File: config.mk
export PLATFORM = sky130hd
export DESIGN_NAME = keypad_scan
export DESIGN_NICKNAME = d
export VERILOG_FILES = /design/src/rtl/keypad_scan.sv
export SDC_FILE = /design/constraint.sdc
export NUM_CORES = 1
export LEC_CHECK = 0
export CAP_MARGIN = 10
export CELL_PAD_IN_SITES_DETAIL_PLACEMENT = 0
export CELL_PAD_IN_SITES_GLOBAL_PLACEMENT = 1
export CORE_MARGIN = 5
export CORE_UTILIZATION = 47
export CTS_BUF_LIST = sky130_fd_sc_hd__clkbuf_4
export CTS_CLUSTER_DIAMETER = 60
export CTS_CLUSTER_SIZE = 10
export DETAILED_ROUTE_END_ITERATION = 7
export GPL_TIMING_DRIVEN = 1
export PLACE_DENSITY_LB_ADDON = 0.1
export SLEW_MARGIN = 30
export SYNTH_ARGS = -nofsm -noshare
export SYNTH_HDL_FRONTEND = slang
export SYNTH_SLANG_ARGS = --single-unit
File: constraint.sdc
create_clock -name clk -period 3.4 [get_ports clk]
set_input_delay 0.34 -clock clk [delete_from_list [all_inputs] [get_ports clk]]
set_output_delay 0.34 -clock clk [all_outputs]
set_load 0.01 [all_outputs]
File: src/rtl/keypad_scan.sv
// 4x4 matrix keypad scanner: walks a low column across the matrix, debounces
// whole-scan results and reports a single pressed key as {row_idx, col_idx}.
//
// state | meaning
// IDLE  | no debounced key held; key_down low
// HELD  | debounced key held; key_code holds it, key_down high
module keypad_scan #(
  parameter int SCAN_DIV       = 50000,
  parameter int DEBOUNCE_SCANS = 4
) (
  input  logic       clk,
  input  logic       reset,
  input  logic [3:0] row,
  output logic [3:0] col,
  output logic [3:0] key_code,
  output logic       key_valid,
  output logic       key_down
);

  localparam int DW = (SCAN_DIV > 1) ? $clog2(SCAN_DIV) : 1;
  localparam int SW = $clog2(DEBOUNCE_SCANS + 1);

  typedef enum logic [1:0] {RES_NONE, RES_KEY, RES_MULTI} res_t;
  typedef enum logic {IDLE, HELD} state_t;

  logic [3:0]    row_s1, row_s2;
  logic [DW-1:0] dwell;
  logic [1:0]    col_idx;
  logic [1:0]    hit_cnt;
  logic [3:0]    hit_code;
  logic          multi;
  res_t          prev_res;
  logic [3:0]    prev_code;
  logic [SW-1:0] stable_cnt;
  state_t        state;

  logic       tc, scan_end, one_low, samp_hit, samp_multi, same, fire;
  logic [3:0] rows_low;
  logic [1:0] row_idx;
  res_t       res_kind;
  logic [3:0] res_code;

  assign tc       = (dwell == DW'(SCAN_DIV - 1));
  assign scan_end = tc && (col_idx == 2'd3);
  assign rows_low = ~row_s2;
  assign one_low  = (rows_low != 4'b0) && ((rows_low & (rows_low - 4'd1)) == 4'b0);
  assign samp_hit   = tc && one_low;
  assign samp_multi = tc && (rows_low != 4'b0) && !one_low;

  always_comb begin
    row_idx = 2'd0;
    case (rows_low)
      4'b0010: row_idx = 2'd1;
      4'b0100: row_idx = 2'd2;
      4'b1000: row_idx = 2'd3;
      default: row_idx = 2'd0;
    endcase
  end

  // The col 3 sample has not reached the accumulator yet, so fold it in here.
  always_comb begin
    res_kind = RES_NONE;
    res_code = 4'd0;
    if (multi || samp_multi) begin
      res_kind = RES_MULTI;
    end else if (hit_cnt == 2'd0 && samp_hit) begin
      res_kind = RES_KEY;
      res_code = {row_idx, col_idx};
    end else if (hit_cnt == 2'd1 && !samp_hit) begin
      res_kind = RES_KEY;
      res_code = hit_code;
    end else if (hit_cnt != 2'd0) begin
      res_kind = RES_MULTI;
    end
  end

  assign same = (res_kind == prev_res) && ((res_kind != RES_KEY) || (res_code == prev_code));
  assign fire = scan_end && (same ? (stable_cnt == SW'(DEBOUNCE_SCANS - 1))
                                  : (DEBOUNCE_SCANS == 1));

  always_ff @(posedge clk) begin
    if (reset) begin
      row_s1     <= 4'b1111;
      row_s2     <= 4'b1111;
      dwell      <= '0;
      col_idx    <= 2'd0;
      col        <= 4'b1110;
      hit_cnt    <= 2'd0;
      hit_code   <= 4'd0;
      multi      <= 1'b0;
      prev_res   <= RES_NONE;
      prev_code  <= 4'd0;
      stable_cnt <= '0;
      state      <= IDLE;
      key_code   <= 4'd0;
      key_valid  <= 1'b0;
      key_down   <= 1'b0;
    end else begin
      row_s1    <= row;
      row_s2    <= row_s1;
      key_valid <= 1'b0;
      if (tc) begin
        dwell   <= '0;
        col_idx <= col_idx + 2'd1;
        col     <= ~(4'b0001 << (col_idx + 2'd1));
        if (scan_end) begin
          hit_cnt  <= 2'd0;
          hit_code <= 4'd0;
          multi    <= 1'b0;
          if (same) begin
            if (stable_cnt != SW'(DEBOUNCE_SCANS))
              stable_cnt <= stable_cnt + SW'(1);
          end else begin
            prev_res   <= res_kind;
            prev_code  <= res_code;
            stable_cnt <= SW'(1);
          end
          if (fire) begin
            case (state)
              IDLE: if (res_kind == RES_KEY) begin
                state     <= HELD;
                key_code  <= res_code;
                key_valid <= 1'b1;
                key_down  <= 1'b1;
              end
              HELD: if (res_kind == RES_KEY && res_code != key_code) begin
                key_code  <= res_code;
                key_valid <= 1'b1;
              end else if (res_kind == RES_NONE) begin
                state    <= IDLE;
                key_down <= 1'b0;
              end
              default: state <= IDLE;
            endcase
          end
        end else begin
          if (samp_multi) multi <= 1'b1;
          if (samp_hit) begin
            if (hit_cnt == 2'd0) hit_code <= {row_idx, col_idx};
            if (hit_cnt != 2'd2) hit_cnt <= hit_cnt + 2'd1;
          end
        end
      end else begin
        dwell <= dwell + DW'(1);
      end
    end
  end

endmodule

### After elaboration in Yosys (flattened, before gate mapping)

Index checks and enable logic that the tools add are counted.

| operators by class | value |
|---|---|
| bitwise operators | 8 |
| multiplexer cells | 32 |
| add/sub/neg operators | 5 |
| shift operators | 1 |
| eq/ne operators | 19 |
| reduce and logical (&&, ||, !) cells | 33 |

Operators by type and width:

| cell | count |
|---|---|
| $mux W4 | 8 |
| $add A16 B1 Y16 const B | 1 |
| $eq A16 B16 Y1 const B | 1 |
| $reduce_and A3 Y1 | 5 |
| $mux W2 | 7 |
| $logic_and A1 B1 Y1 | 10 |
| $mux W1 | 10 |
| $reduce_bool A2 Y1 | 5 |
| $ne A2 B1 Y1 const B | 4 |
| $not A4 Y4 | 2 |
| $pmux W4 S2 | 1 |
| $mux W3 | 2 |
| $ne A2 B2 Y1 const B | 3 |
| $pmux W1 S2 | 3 |
| $pmux W2 S3 | 1 |
| $reduce_and A6 Y1 | 1 |
| $not A1 Y1 | 5 |
| $reduce_and A5 Y1 | 1 |
| $add A2 B1 Y2 const B | 2 |
| $and A4 B4 Y4 | 1 |
| $eq A2 B1 Y1 const B | 2 |
| $eq A4 B2 Y1 const B | 1 |
| $eq A4 B3 Y1 const B | 1 |
| $eq A4 B4 Y1 | 1 |
| other kinds (17) | 20 |

| storage, ports and cells | value |
|---|---|
| register bits after elaboration | 53 |
| word-level logic and storage cells | 113 |

### Logic depth before layout (Yosys ltp)

Gate-level depths: netlist of run 1.

| depth | value |
|---|---|
| word-level depth | 18 |
| gate-level depth with buffers | 12 |
| depth with buffers taken out | 10 |

### Worst setup path before layout of run 1

No wires, ideal clock.

| path | value |
|---|---|
| path type | reg2reg |
| from | register dwell[10] |
| to | register key_code[0] |
| stages on the path, launching flop included | 12 |
| data required time | 3.266 ns |
| clock period less this slack | 2.802 ns |
| data arrival time | 2.668 ns |
| slack | 0.598 ns |
| library setup time | 0.134 ns |
| cell sequence | dfxtp_1 > or4_4 > nor4_4 > buf_6 > o211ai_1 > o22ai_1 > a22oi_2 > nor4_4 > a21oi_1 > buf_6 > o31ai_1 > a21oi_1 |

| between the ends | value |
|---|---|
| longest elaborated chain between the ends | 13 |
| elaborated cells between the ends (all ways) | 31 |
| classes of those cells | 8 x eq/ne; 10 x mux; 13 x reduce/logical |

RTL lines:

| what | line | RTL |
|---|---|---|
| from (decl) | 27 | `logic [DW-1:0] dwell;` |
| from (signal assigned) | 144 | `dwell <= dwell + DW'(1);` |
| $eq A16 B16 Y1 * | 43 | `assign tc = (dwell == DW'(SCAN_DIV - 1));` |
| $logic_and A1 B1 Y1 | 47 | `assign samp_hit = tc && one_low;` |
| $logic_not A1 Y1 | 69 | `end else if (hit_cnt == 2'd1 && !samp_hit) begin` |
| $logic_and A1 B1 Y1 | 69 |  |
| $mux W4 / $mux W2 (equally long branches) | 69 |  |
| $mux W4 / $mux W2 (equally long branches) | 66 | `end else if (hit_cnt == 2'd0 && samp_hit) begin` |
| $mux W4 / $mux W2 (equally long branches) | 64 | `if (multi \|\| samp_multi) begin` |
| $eq A4 B4 Y1 / $ne A2 B1 Y1 (equally long branches) | 77 | `assign same = (res_kind == prev_res) && ((res_kind != RES_KEY) \|\| (res_code == prev_code));` |
| $logic_or A1 B1 Y1 | 77 |  |
| $logic_and A1 B1 Y1 | 77 |  |
| $mux W1 | 78 | `assign fire = scan_end && (same ? (stable_cnt == SW'(DEBOUNCE_SCANS - 1))` |
| $logic_and A1 B1 Y1 | 78 |  |
| $reduce_and A5 Y1 (no line) | - |  |
| to (signal assigned) | 122 | `key_code <= res_code;` |
| to (signal assigned) | 127 | `key_code <= res_code;` |
| to (decl) | 15 | `output logic [3:0] key_code,` |

Mark *: on every way between the ends. The rest lies on a longest branch, timed or not. The select of a mux whose other input is x is not followed.
A chain may end at the register's enable or synchronous reset.

### Final worst setup path of run 1

| path | value |
|---|---|
| from | register dwell[10] |
| to | register prev_res[1] |

| between the ends | value |
|---|---|
| longest elaborated chain between the ends | 12 |
| elaborated cells between the ends (all ways) | 22 |
| classes of those cells | 4 x eq/ne; 6 x mux; 1 x bitwise; 11 x reduce/logical |

RTL lines:

| what | line | RTL |
|---|---|---|
| $eq A16 B16 Y1 * | 43 |  |
| $logic_and A1 B1 Y1 | 47 |  |
| $logic_not A1 Y1 | 69 |  |
| $logic_and A1 B1 Y1 | 69 |  |
| $mux W4 / $mux W2 (equally long branches) | 69 |  |
| $mux W4 / $mux W2 (equally long branches) | 66 |  |
| $mux W4 / $mux W2 (equally long branches) | 64 |  |
| $eq A4 B4 Y1 / $ne A2 B1 Y1 (equally long branches) | 77 |  |
| $logic_or A1 B1 Y1 | 77 |  |
| $logic_and A1 B1 Y1 | 77 |  |
| $not A1 Y1 (no line) | - |  |
| $reduce_and A3 Y1 (no line) | - |  |
| to (signal assigned) | 114 | `prev_res <= res_kind;` |
| to (decl) | 32 | `res_t prev_res;` |

Mark *: on every way between the ends. The rest lies on a longest branch, timed or not.

==> results of run 1 <==
==> state kept, by name, indices dropped and copies added (netlist names), named ones only <==
name and count:
multi 1, key_code 4, col_idx 2, key_valid 1, col 4, prev_code 4, row_s1 4, prev_res 2
hit_code 4, dwell 16, stable_cnt 3, hit_cnt 2, key_down 1, row_s2 4
==> layout by cell type (no fill, tap or decap), types with 2 or more instances in the layout <==
| master | count |
|---|---|
| a21o_1 | 2 |
| nand2_1 | 20 |
| o31ai_1 | 5 |
| or3_1 | 3 |
| clkdlybuf4s50_1 | 15 |
| a22oi_1 | 2 |
| nand4b_1 | 2 |
| nor2_1 | 23 |
| clkbuf_4 | 6 |
| o21a_1 | 3 |
| a21oi_1 | 16 |
| dfxtp_1 | 53 |
| o211ai_1 | 5 |
| a21oi_2 | 2 |
| mux2i_1 | 3 |
| xor2_1 | 11 |
| inv_1 | 12 |
| nor4_4 | 2 |
| nand4_1 | 6 |
| a211oi_2 | 2 |
| and3_1 | 7 |
| and2_1 | 4 |
| o21ai_0 | 7 |
| nand3_1 | 16 |
| xnor2_1 | 8 |
| o21ai_1 | 5 |
| nand3b_1 | 3 |
| nor3_1 | 12 |
| or2_2 | 8 |
| o22ai_1 | 2 |
| ha_1 | 11 |
| buf_4 | 6 |
==> per-layer routing <==
metal	track usage (%)	routed length (um)
met2	28.6	2780
met1	22.8	2800
met5	0	0
met3	3.36	155
met4	6.76	149
==> worst paths after layout <==
check / from / endpoint / slack (ns) / cells after the start
max: dwell[10] / prev_res[1] / 0.18 / 11
max reg2reg: dwell[10] / prev_res[1] / 0.18 / 11
min: row_s1[1] / row_s2[1] / 0.43 / 1
min reg2reg: row_s1[1] / row_s2[1] / 0.43 / 1
==> worst reg2reg max path: stages, from the launching register on <==
cell and delay, ns:
dfxtp_1 0.36, or4_4 0.57, nor4_4 0.28, buf_4 0.23, o21ai_2 0.14, a21o_1 0.26
a31oi_2 0.28, a211oi_2 0.10, buf_4 0.16, a211oi_2 0.46, nor2_1 0.08, a311oi_1 0.23
==> metrics by stage <==
| stage | setup slack (ns) | util, % | hold slack, ns | total power [mW] | setup TNS (ns) |
|---|---|---|---|---|---|
| after detailed placement | 0.149 | 52.2 | 0.398 | 0.684 | 0 |
| after global routing | -0.0420 | 53.8 | 0.452 | 1.08 | -0.0906 |
| final | 0.179 | 53.8 | 0.429 | 1.03 | 0 |
| after floorplan | 0.598 | - | 0.389 | 0.670 | 0 |
| after CTS | 0.0934 | 53.7 | 0.431 | 1.04 | 0 |
| after global placement | 0.232 | 52.2 | 0.402 | 0.683 | 0 |
==> synth_stat cells (all sizes together) (4+ instances only) <==
cell type and count:
a21oi 18, and2 5, and3 8, buf 4, clkbuf 9, dfxtp 53, ha 11, inv 12
nand2 20, nand3 16, nand4 6, nor2 23, nor3 13, o211ai 5, o21a 4, o21ai 13
o31ai 5, or2 9, xnor2 8, xor2 11
==> layout make-up <==
type | count | area share (%)
clock buffer | 6 | 1.51
clock inverter | 2 | 1.13
inverter | 12 | 1.51
multi-input combinational | 219 | 50.7
sequential | 53 | 35.6
tap | 72 | 3.02
timing repair buffer | 21 | 6.55
==> cell families (layout without fill, tap and decap cells) <==
group	count (synthesis)	in the layout	share of synthesized area (%)
adders and majority gates	11	11	5.13
buffers and inverters	25	41	4.48
xor gates and xnor gates	19	19	6.20
AOI/OAI and AO/OA	71	71	19.9
DFF	53	53	39.5
muxes	3	3	1.12
and+or+nand+nor	115	115	23.7
==> power groups by stage <==
stage / clock, mW / sequential, mW / combinational, mW
floorplan: 0 / 0.646 / 0.0242
global placement: 0 / 0.648 / 0.0354
detailed placement: 0 / 0.648 / 0.0360
CTS: 0.365 / 0.635 / 0.0362
global route: 0.402 / 0.636 / 0.0400
finish: 0.358 / 0.635 / 0.0355
==> key figures, run 1 <==
Outcome
  – Run status: finished clean

Setup path
  – Slowest cell on crit path: or4_4
  – Nature of the critical path startpoint: flip-flop
  – Worst setup path class: reg2reg
  – CP max FO: 12
  – WP data arrival: 3.51 ns
  – CP Cell Sequence: or4_4 > nor4_4 > buf_4 > o21ai_2 > a21o_1 > a31oi_2 > a211oi_2 > buf_4 > a211oi_2 > nor2_1 > a311oi_1
  – CP Data Required Time: 3.69 ns
  – Max incr delay on CP: 0.57 ns
  – Crit. End Element: flip-flop
  – Critical path's top delay family: compound AO/OA/AOI/OAI gates
  – Buf/Inv on CP: 2

Synth
  – Cells after Synth: 297
  – Syn_nets: 314
  – Ranking of synthesized cells by area: dfxtp_1, ha_1, xor2_1
  – Share of flip-flops with an asynchronous set or reset: 0%
  – Post-synthesis cell area: 2680 um^2
  – Seq/Total Area, Yosys: 39.5%
  – Post-synth top area cell: dfxtp_1
  – Top cell type's share of synthesized area: 39.5%
  – EDFF count, synth: 0
  – Top FF cell, synth: dfxtp_1
  – Ys Warns: 0
  – Syn_area_per_cell: 9.04 um^2
  – Yosys reg bits: 53
  – Distinct cells, synth: 61

Final layout
  – Sequential Area: 1060 um^2
  – Post-route cell area: 2980 um^2
  – Area of the multi-input gates: 1510 um^2
  – # diodes: 0
  – Layout area overhead: 11.1%
  – Final #Nets: 329
  – Proportion of layout cells with a drive suffix above 1: 13.4%
  – Total of fill cells in the finished design: 551
  – Non-Filler Instances: 385

Clocking
  – Cts bufs inserted: 5
  – Register clock-pin slew on the reported worst setup and hold paths: 0.14 ns
  – H-tree depth: 2
  – Clock sink count: 53
  – Root buffer cell: clkbuf_4
  – Post-CTS Hold Buffers: 0
  – Cts repair resizes: 0
  – CTS Buffer Depth: 2
  – Post-CTS Setup Inserts: 0
  – Clk_lat worst skew: 0.37 ns
  – CTS tree: built

STA
  – Fin crit share: 94.7%
  – Worst relative slew slack: 64.2%
  – Setup violations, final: 0
  – RSZ-0062 raised after global routing: true
  – Final hold vios: 0
  – Clock Skew: 0.00549 ns
  – Fin. max-slew vios: 0
  – Fmax achieved: 0.310 GHz
  – Fin crit period: 3.22 ns
  – Worst-margin pin slew: 0.532 ns

Global routing
  – Initial antenna violation count: 0
  – Vias in the first global route: 2155
  – GRT Overall Usage: 17.5%
  – Congestion Overflow GR: 0
  – First-pass GRT wire length: 10400 um
  – Largest net degree at the start of global routing: 35

Power
  – Pleak: 1.09 nW
  – Net Sw Power: 0.223 mW
  – VDD IR max: 225 uV
  – Combinational power share: 3.5%
  – Clock power frac: 34.8%
  – Pwr/cell area: 345 nW/um^2
  – Cell internal pwr: 0.805 mW
  – Sequential power share: 61.8%
  – Net Sw Frac: 21.7%

Drt
  – Drc violations: 0
  – Initial drt markers: 118
  – Via density: 5.65
  – Final ANT Viol Nets: 0
  – Pre-Repair DR Iteration Count: 5
  – Routed WL: 5890 um
  – Via count: 2174
  – Wire per inst: 15.3 um

Floorplan
  – Core ar.: 5540 um^2
  – Num ports: 16
  – Row cnt: 27
  – Die W: 85.6 um
  – Die height: 85.6 um
  – Initial Util: 48.4%
  – Die area: 7320 um^2

Placed design
  – Dpl hpwl: 4230 um
  – Placer Congestion: 0.851
  – IO buf count: 15
  – Placed Cells: 377
  – DP Area: 2890 um^2

Hold path
  – HP Class: reg2reg

Flow run
  – Max Cap Viol: 0
Power figures use the tool's default switching activity.
==> inputs of run 2 (changes only) <==
--- a/config.mk
+++ b/config.mk
@@ -15,6 +15,7 @@
 export CTS_CLUSTER_SIZE = 10
 export DETAILED_ROUTE_END_ITERATION = 7
 export GPL_TIMING_DRIVEN = 1
+export MAX_ROUTING_LAYER = met4
 export PLACE_DENSITY_LB_ADDON = 0.1
 export SLEW_MARGIN = 30
 export SYNTH_ARGS = -nofsm -noshare
==> key figures, run 2 (same netlist as run 1, synthesis figures left out) <==
Outcome
  – Run status: finished clean (unchanged)

Power
  – VDD IR max: 225 uV (about the same)
  – Pleak: 1.09 nW (unchanged)
  – Power after layout: 1.03 mW (about the same)
  – Pwr/cell area: 346 nW/um^2 (was 345 nW/um^2)

Drt
  – Drc violations: 0 (unchanged)
  – Wire per inst: 15.4 um (was 15.3 um)
  – Routed WL: 5940 um (was 5890 um)
  – Via count: 2193 (was 2174)
  – Initial drt markers: 128 (was 118)
  – Final ANT Viol Nets: 0 (unchanged)
  – Pre-Repair DR Iteration Count: 5 (unchanged)
  – Via density: 5.70 (was 5.65)

Floorplan
  – Core ar.: 5540 um^2 (unchanged)
  – Num ports: 16 (unchanged)
  – Die height: 85.6 um (unchanged)
  – Die area: 7320 um^2 (unchanged)
  – Die W: 85.6 um (unchanged)
  – Row cnt: 27 (unchanged)
  – Initial Util: 48.4% (unchanged)

STA
  – Fin crit period: 3.24 ns (was 3.22 ns)
  – Fmax achieved: 0.309 GHz (was 0.310 GHz)
  – Fin. max-slew vios: 0 (unchanged)
  – Final hold vios: 0 (unchanged)
  – Worst-margin pin slew: 0.528 ns (was 0.532 ns)
  – Hold WS: 0.429 ns (about the same)
  – Worst relative slew slack: 64.4% (was 64.2%)
  – Setup violations, final: 0 (unchanged)
  – RSZ-0062 raised after global routing: true (unchanged)
  – Setup TNS: 0 ns (unchanged)
  – Fin crit share: 95.2% (was 94.7%)
  – Clock Skew: 0.00637 ns (was 0.00549 ns)

Final layout
  – Area of the multi-input gates: 1510 um^2 (unchanged)
  – Max FFs per register: 16 (unchanged)
  – # diodes: 0 (unchanged)
  – Most common library cell in the layout ignoring fill and taps: dfxtp_1 (unchanged)
  – Post-route cell area: 2980 um^2 (unchanged)
  – Sequential Area: 1060 um^2 (unchanged)
  – Proportion of layout cells with a drive suffix above 1: 13.4% (unchanged)
  – Final #Nets: 329 (unchanged)
  – Leading cell types in the layout, fill and taps excluded: dfxtp_1, nor2_1, nand2_1, nand3_1, a21oi_1 (unchanged)
  – Biggest register: dwell (unchanged)
  – Total of fill cells in the finished design: 551 (unchanged)
  – Layout area overhead: 11.1% (unchanged)

Clocking
  – CTS tree: built (unchanged)
  – Post-CTS Hold Buffers: 0 (unchanged)
  – Cts bufs inserted: 5 (unchanged)
  – Clk_lat worst skew: 0.38 ns (was 0.37 ns)
  – H-tree depth: 2 (unchanged)
  – Register clock-pin slew on the reported worst setup and hold paths: 0.15 ns (was 0.14 ns)
  – CTS Buffer Depth: 2 (unchanged)
  – Post-CTS Setup Inserts: 0 (unchanged)
  – Cts repair resizes: 0 (unchanged)
  – Root buffer cell: clkbuf_4 (unchanged)
  – Clock sink count: 53 (unchanged)

Setup path
  – Max incr delay on CP: 0.57 ns (about the same)
  – Critical path's top delay family: compound AO/OA/AOI/OAI gates (unchanged)
  – CP Data Required Time: 3.70 ns (was 3.69 ns)
  – CP max FO: 12 (unchanged)
  – Crit. End Element: flip-flop (unchanged)
  – CP Cell Sequence: or4_4 > nor4_4 > buf_4 > o21ai_2 > a21o_1 > a31oi_2 > a211oi_2 > buf_4 > a211oi_2 > nor2_1 > a311oi_1 (unchanged)
  – Slowest cell on crit path: or4_4 (unchanged)
  – WP data arrival: 3.54 ns (was 3.51 ns)
  – Nature of the critical path startpoint: flip-flop (unchanged)
  – Worst setup path class: reg2reg (unchanged)
  – Buf/Inv on CP: 2 (unchanged)

Global routing
  – Largest net degree at the start of global routing: 35 (unchanged)
  – Vias in the first global route: 2156 (was 2155)
  – GRT Overall Usage: 18.1% (was 17.5%)
  – Initial antenna violation count: 0 (unchanged)
  – First-pass GRT wire length: 10400 um (about the same)
  – Congestion Overflow GR: 0 (unchanged)

Hold path
  – HP Class: reg2reg (unchanged)

Placed design
  – Dpl hpwl: 4230 um (unchanged)
  – Placer Congestion: 0.865 (was 0.851)
  – DP Area: 2890 um^2 (unchanged)
  – IO buf count: 15 (unchanged)

Flow run
  – Max Cap Viol: 0 (unchanged)
run 2: cell counts in the layout (fill, tap and decap cells not counted):
Identical to the previous run, type by type.
run 2: final timing paths:
kind	start	endpoint	slack [ns]	depth (start not counted)
setup / recovery	dwell[10]	prev_res[1]	0.16	11
hold / removal	row_s1[1]	row_s2[1]	0.43	1
setup reg to reg	dwell[10]	prev_res[1]	0.16	11
hold reg to reg	row_s1[1]	row_s2[1]	0.43	1
run 2: area by class of cell:
type | count | area share [%]
inverters | 12 | 1.51
flip-flops and latches | 53 | 35.6
clock buffers | 6 | 1.51
well taps | 72 | 3.02
repair buffers | 21 | 6.55
clock inverters | 2 | 1.13
multi-input cells | 219 | 50.7
run 2: per-stage QoR:
stage	utilization (%)	setup WS (ns)	std cells
floorplan	-	0.598	297
global placement	52.2	0.232	377
detailed placement	52.2	0.149	377
CTS	53.7	0.0934	385
global route	53.8	-0.0435	385
finish	53.8	0.164	385
run 2: layer usage:
layer  share of wire [%]  wire [um]  GRT usage [%]
met1                  47       2820           22.9
met2                  47       2780           28.5
met3                 3.3        194           3.94
met4                 2.5        146           6.33
met5                   0          0              -
run 2: power by group:
part	leakage, nW	internal, mW	switching [mW]
sequential	0.429	0.629	0.00590
combinational	0.614	0.0146	0.0211
clock	0.0433	0.161	0.200
==> inputs of run 3 (changes only) <==
--- a/config.mk
+++ b/config.mk
@@ -11,12 +11,13 @@
 export CORE_MARGIN = 5
 export CORE_UTILIZATION = 47
 export CTS_BUF_LIST = sky130_fd_sc_hd__clkbuf_4
-export CTS_CLUSTER_DIAMETER = 60
+export CTS_CLUSTER_DIAMETER = 30
 export CTS_CLUSTER_SIZE = 10
 export DETAILED_ROUTE_END_ITERATION = 7
 export GPL_TIMING_DRIVEN = 1
 export MAX_ROUTING_LAYER = met4
 export PLACE_DENSITY_LB_ADDON = 0.1
+export REMOVE_ABC_BUFFERS = 1
 export SLEW_MARGIN = 30
 export SYNTH_ARGS = -nofsm -noshare
 export SYNTH_HDL_FRONTEND = slang
==> key figures, run 3 (same netlist as run 1, synthesis figures left out) <==
Outcome
  – Run status: finished clean (unchanged)

Clocking
  – CTS Buffer Depth: 2 (unchanged)
  – Cts bufs inserted: 5 (unchanged)
  – Clk_lat worst skew: 0.37 ns (was 0.38 ns)
  – Register clock-pin slew on the reported worst setup and hold paths: 0.15 ns (about the same)
  – Clock sink count: 53 (unchanged)
  – H-tree depth: 2 (unchanged)
  – Post-CTS Hold Buffers: 0 (unchanged)
  – Root buffer cell: clkbuf_4 (unchanged)
  – CTS tree: built (unchanged)
  – Post-CTS Setup Inserts: 0 (unchanged)

Global routing
  – First-pass GRT wire length: 9730 um (was 10400 um)
  – Initial antenna violation count: 0 (unchanged)
  – Vias in the first global route: 1967 (was 2156)
  – Congestion Overflow GR: 0 (unchanged)
  – Largest net degree at the start of global routing: 34 (was 35)
  – GRT Overall Usage: 16.8% (was 18.1%)

Power
  – Pleak: 1.11 nW (was 1.09 nW)
  – Cell internal pwr: 0.809 mW (was 0.805 mW)
  – Net Sw Frac: 22.0% (about the same)
  – Power after layout: 1.04 mW (was 1.03 mW)
  – Clock power frac: 35.3% (was 35.0%)
  – VDD IR max: 185 uV (was 225 uV)
  – Net Sw Power: 0.228 mW (was 0.227 mW)
  – Pwr/cell area: 345 nW/um^2 (was 346 nW/um^2)
  – Sequential power share: 61.2% (was 61.5%)
  – Combinational power share: 3.5% (about the same)

Floorplan
  – Die height: 85.6 um (unchanged)
  – Num ports: 16 (unchanged)
  – Core ar.: 5540 um^2 (unchanged)
  – Initial Util: 48.4% (unchanged)
  – Die W: 85.6 um (unchanged)
  – Die area: 7320 um^2 (unchanged)
  – Row cnt: 27 (unchanged)

Placed design
  – Placer Congestion: 0.807 (was 0.865)
  – Placed Cells: 380 (was 377)
  – IO buf count: 15 (unchanged)
  – DP Area: 2920 um^2 (was 2890 um^2)
  – Worst slack, placed: 0.131 ns (was 0.149 ns)
  – Dpl hpwl: 4190 um (was 4230 um)

Setup path
  – CP Cell Sequence: or4_4 > nor4_4 > buf_4 > o21ai_2 > a21o_1 > a31oi_2 > a211oi_2 > buf_4 > a211oi_2 > nor2_1 > a311oi_1 (unchanged)
  – Nature of the critical path startpoint: flip-flop (unchanged)
  – Worst setup path class: reg2reg (unchanged)
  – Max incr delay on CP: 0.56 ns (was 0.57 ns)
  – WP data arrival: 3.56 ns (was 3.54 ns)
  – Critical path's top delay family: compound AO/OA/AOI/OAI gates (unchanged)
  – Slowest cell on crit path: or4_4 (unchanged)
  – Buf/Inv on CP: 2 (unchanged)
  – CP max FO: 12 (unchanged)
  – Reg-to-reg setup timing slack: 0.14 ns (was 0.16 ns)
  – CP Data Required Time: 3.70 ns (about the same)
  – Crit. End Element: flip-flop (unchanged)

STA
  – Setup TNS: 0 ns (unchanged)
  – RSZ-0062 raised after global routing: true (unchanged)
  – Fin crit period: 3.26 ns (was 3.24 ns)
  – Worst relative slew slack: 63.0% (was 64.4%)
  – Clock Skew: 0.0122 ns (was 0.00637 ns)
  – Fmax achieved: 0.307 GHz (was 0.309 GHz)
  – Fin crit share: 95.9% (was 95.2%)
  – Fin. max-slew vios: 0 (unchanged)
  – Hold WS: 0.416 ns (was 0.429 ns)
  – Final hold vios: 0 (unchanged)
  – Final setup margin: 0.140 ns (was 0.164 ns)
  – Setup violations, final: 0 (unchanged)
  – Worst-margin pin slew: 0.550 ns (was 0.528 ns)

Final layout
  – Max FFs per register: 16 (unchanged)
  – Final #Nets: 332 (was 329)
  – Most common library cell in the layout ignoring fill and taps: dfxtp_1 (unchanged)
  – Proportion of layout cells with a drive suffix above 1: 14.6% (was 13.4%)
  – Biggest register: dwell (unchanged)
  – Post-route cell area: 3010 um^2 (was 2980 um^2)
  – # diodes: 0 (unchanged)
  – Non-Filler Instances: 388 (was 385)
  – Layout area overhead: 12.1% (was 11.1%)
  – Final core occ: 54.3% (was 53.8%)
  – Leading cell types in the layout, fill and taps excluded: dfxtp_1, nor2_1, nand2_1, nand3_1, a21oi_1 (unchanged)

Drt
  – Routed WL: 5660 um (was 5940 um)
  – Via count: 2158 (was 2193)
  – Pre-Repair DR Iteration Count: 4 (was 5)
  – Via density: 5.56 (was 5.70)
  – Wire per inst: 14.6 um (was 15.4 um)
  – Initial drt markers: 109 (was 128)
  – Drc violations: 0 (unchanged)
  – Final ANT Viol Nets: 0 (unchanged)

Flow run
  – Max Cap Viol: 0 (unchanged)

Hold path
  – HP Class: reg2reg (unchanged)
## run 3: cell count changes in the layout (fill, tap and decap cells not counted), sizes merged
cell | previous run | this run
buf | 6 | 9
## run 3: final timing paths
check,endpoint,cells past startpoint,startpoint
setup reg to reg,prev_res[1],11,dwell[10]
setup / recovery,prev_res[1],11,dwell[10]
hold / removal,row_s2[0],1,row_s1[0]
hold reg to reg,row_s2[0],1,row_s1[0]
## run 3: final cells by class
cell class                      count  area, um^2
Fill cell                         556        2530
Multi-Input combinational cell    219        1510
Sequential cell                    53        1060
Timing Repair Buffer               24         218
Tap cell                           72        90.1
Clock buffer                        6        45.0
Inverter                           12        45.0
Clock inverter                      2        38.8
## run 3: worst register-to-register path: stages, from the launching register on
cell,delay [ns]
dfxtp_1,0.37
or4_4,0.56
nor4_4,0.28
buf_4,0.23
o21ai_2,0.14
a21o_1,0.27
a31oi_2,0.29
a211oi_2,0.10
buf_4,0.16
a211oi_2,0.46
nor2_1,0.09
a311oi_1,0.24
## run 3: timing repair
item	in CTS	in global routing
setup endpoints to repair	0	8
hold endpoints to repair	0	0
resized for setup	0	2
## run 3: power groups by stage
stage / clock [mW] / sequential (mW) / combinational, mW
6_report: 0.366 / 0.634 / 0.0364
5_1_grt: 0.405 / 0.636 / 0.0405
4_1_cts: 0.380 / 0.634 / 0.0372
3_5_place_dp: 0 / 0.648 / 0.0372
3_3_place_gp: 0 / 0.648 / 0.0366
2_1_floorplan: 0 / 0.646 / 0.0188
## run 3: routing by layer
layer | global-route usage, % | part of all wire [%] | wire (um)
met3 | 2.59 | 4.2 | 237
met4 | 4.75 | 0.69 | 39
met5 | - | 0 | 0
met2 | 24.0 | 42 | 2390
met1 | 24.4 | 53 | 2990
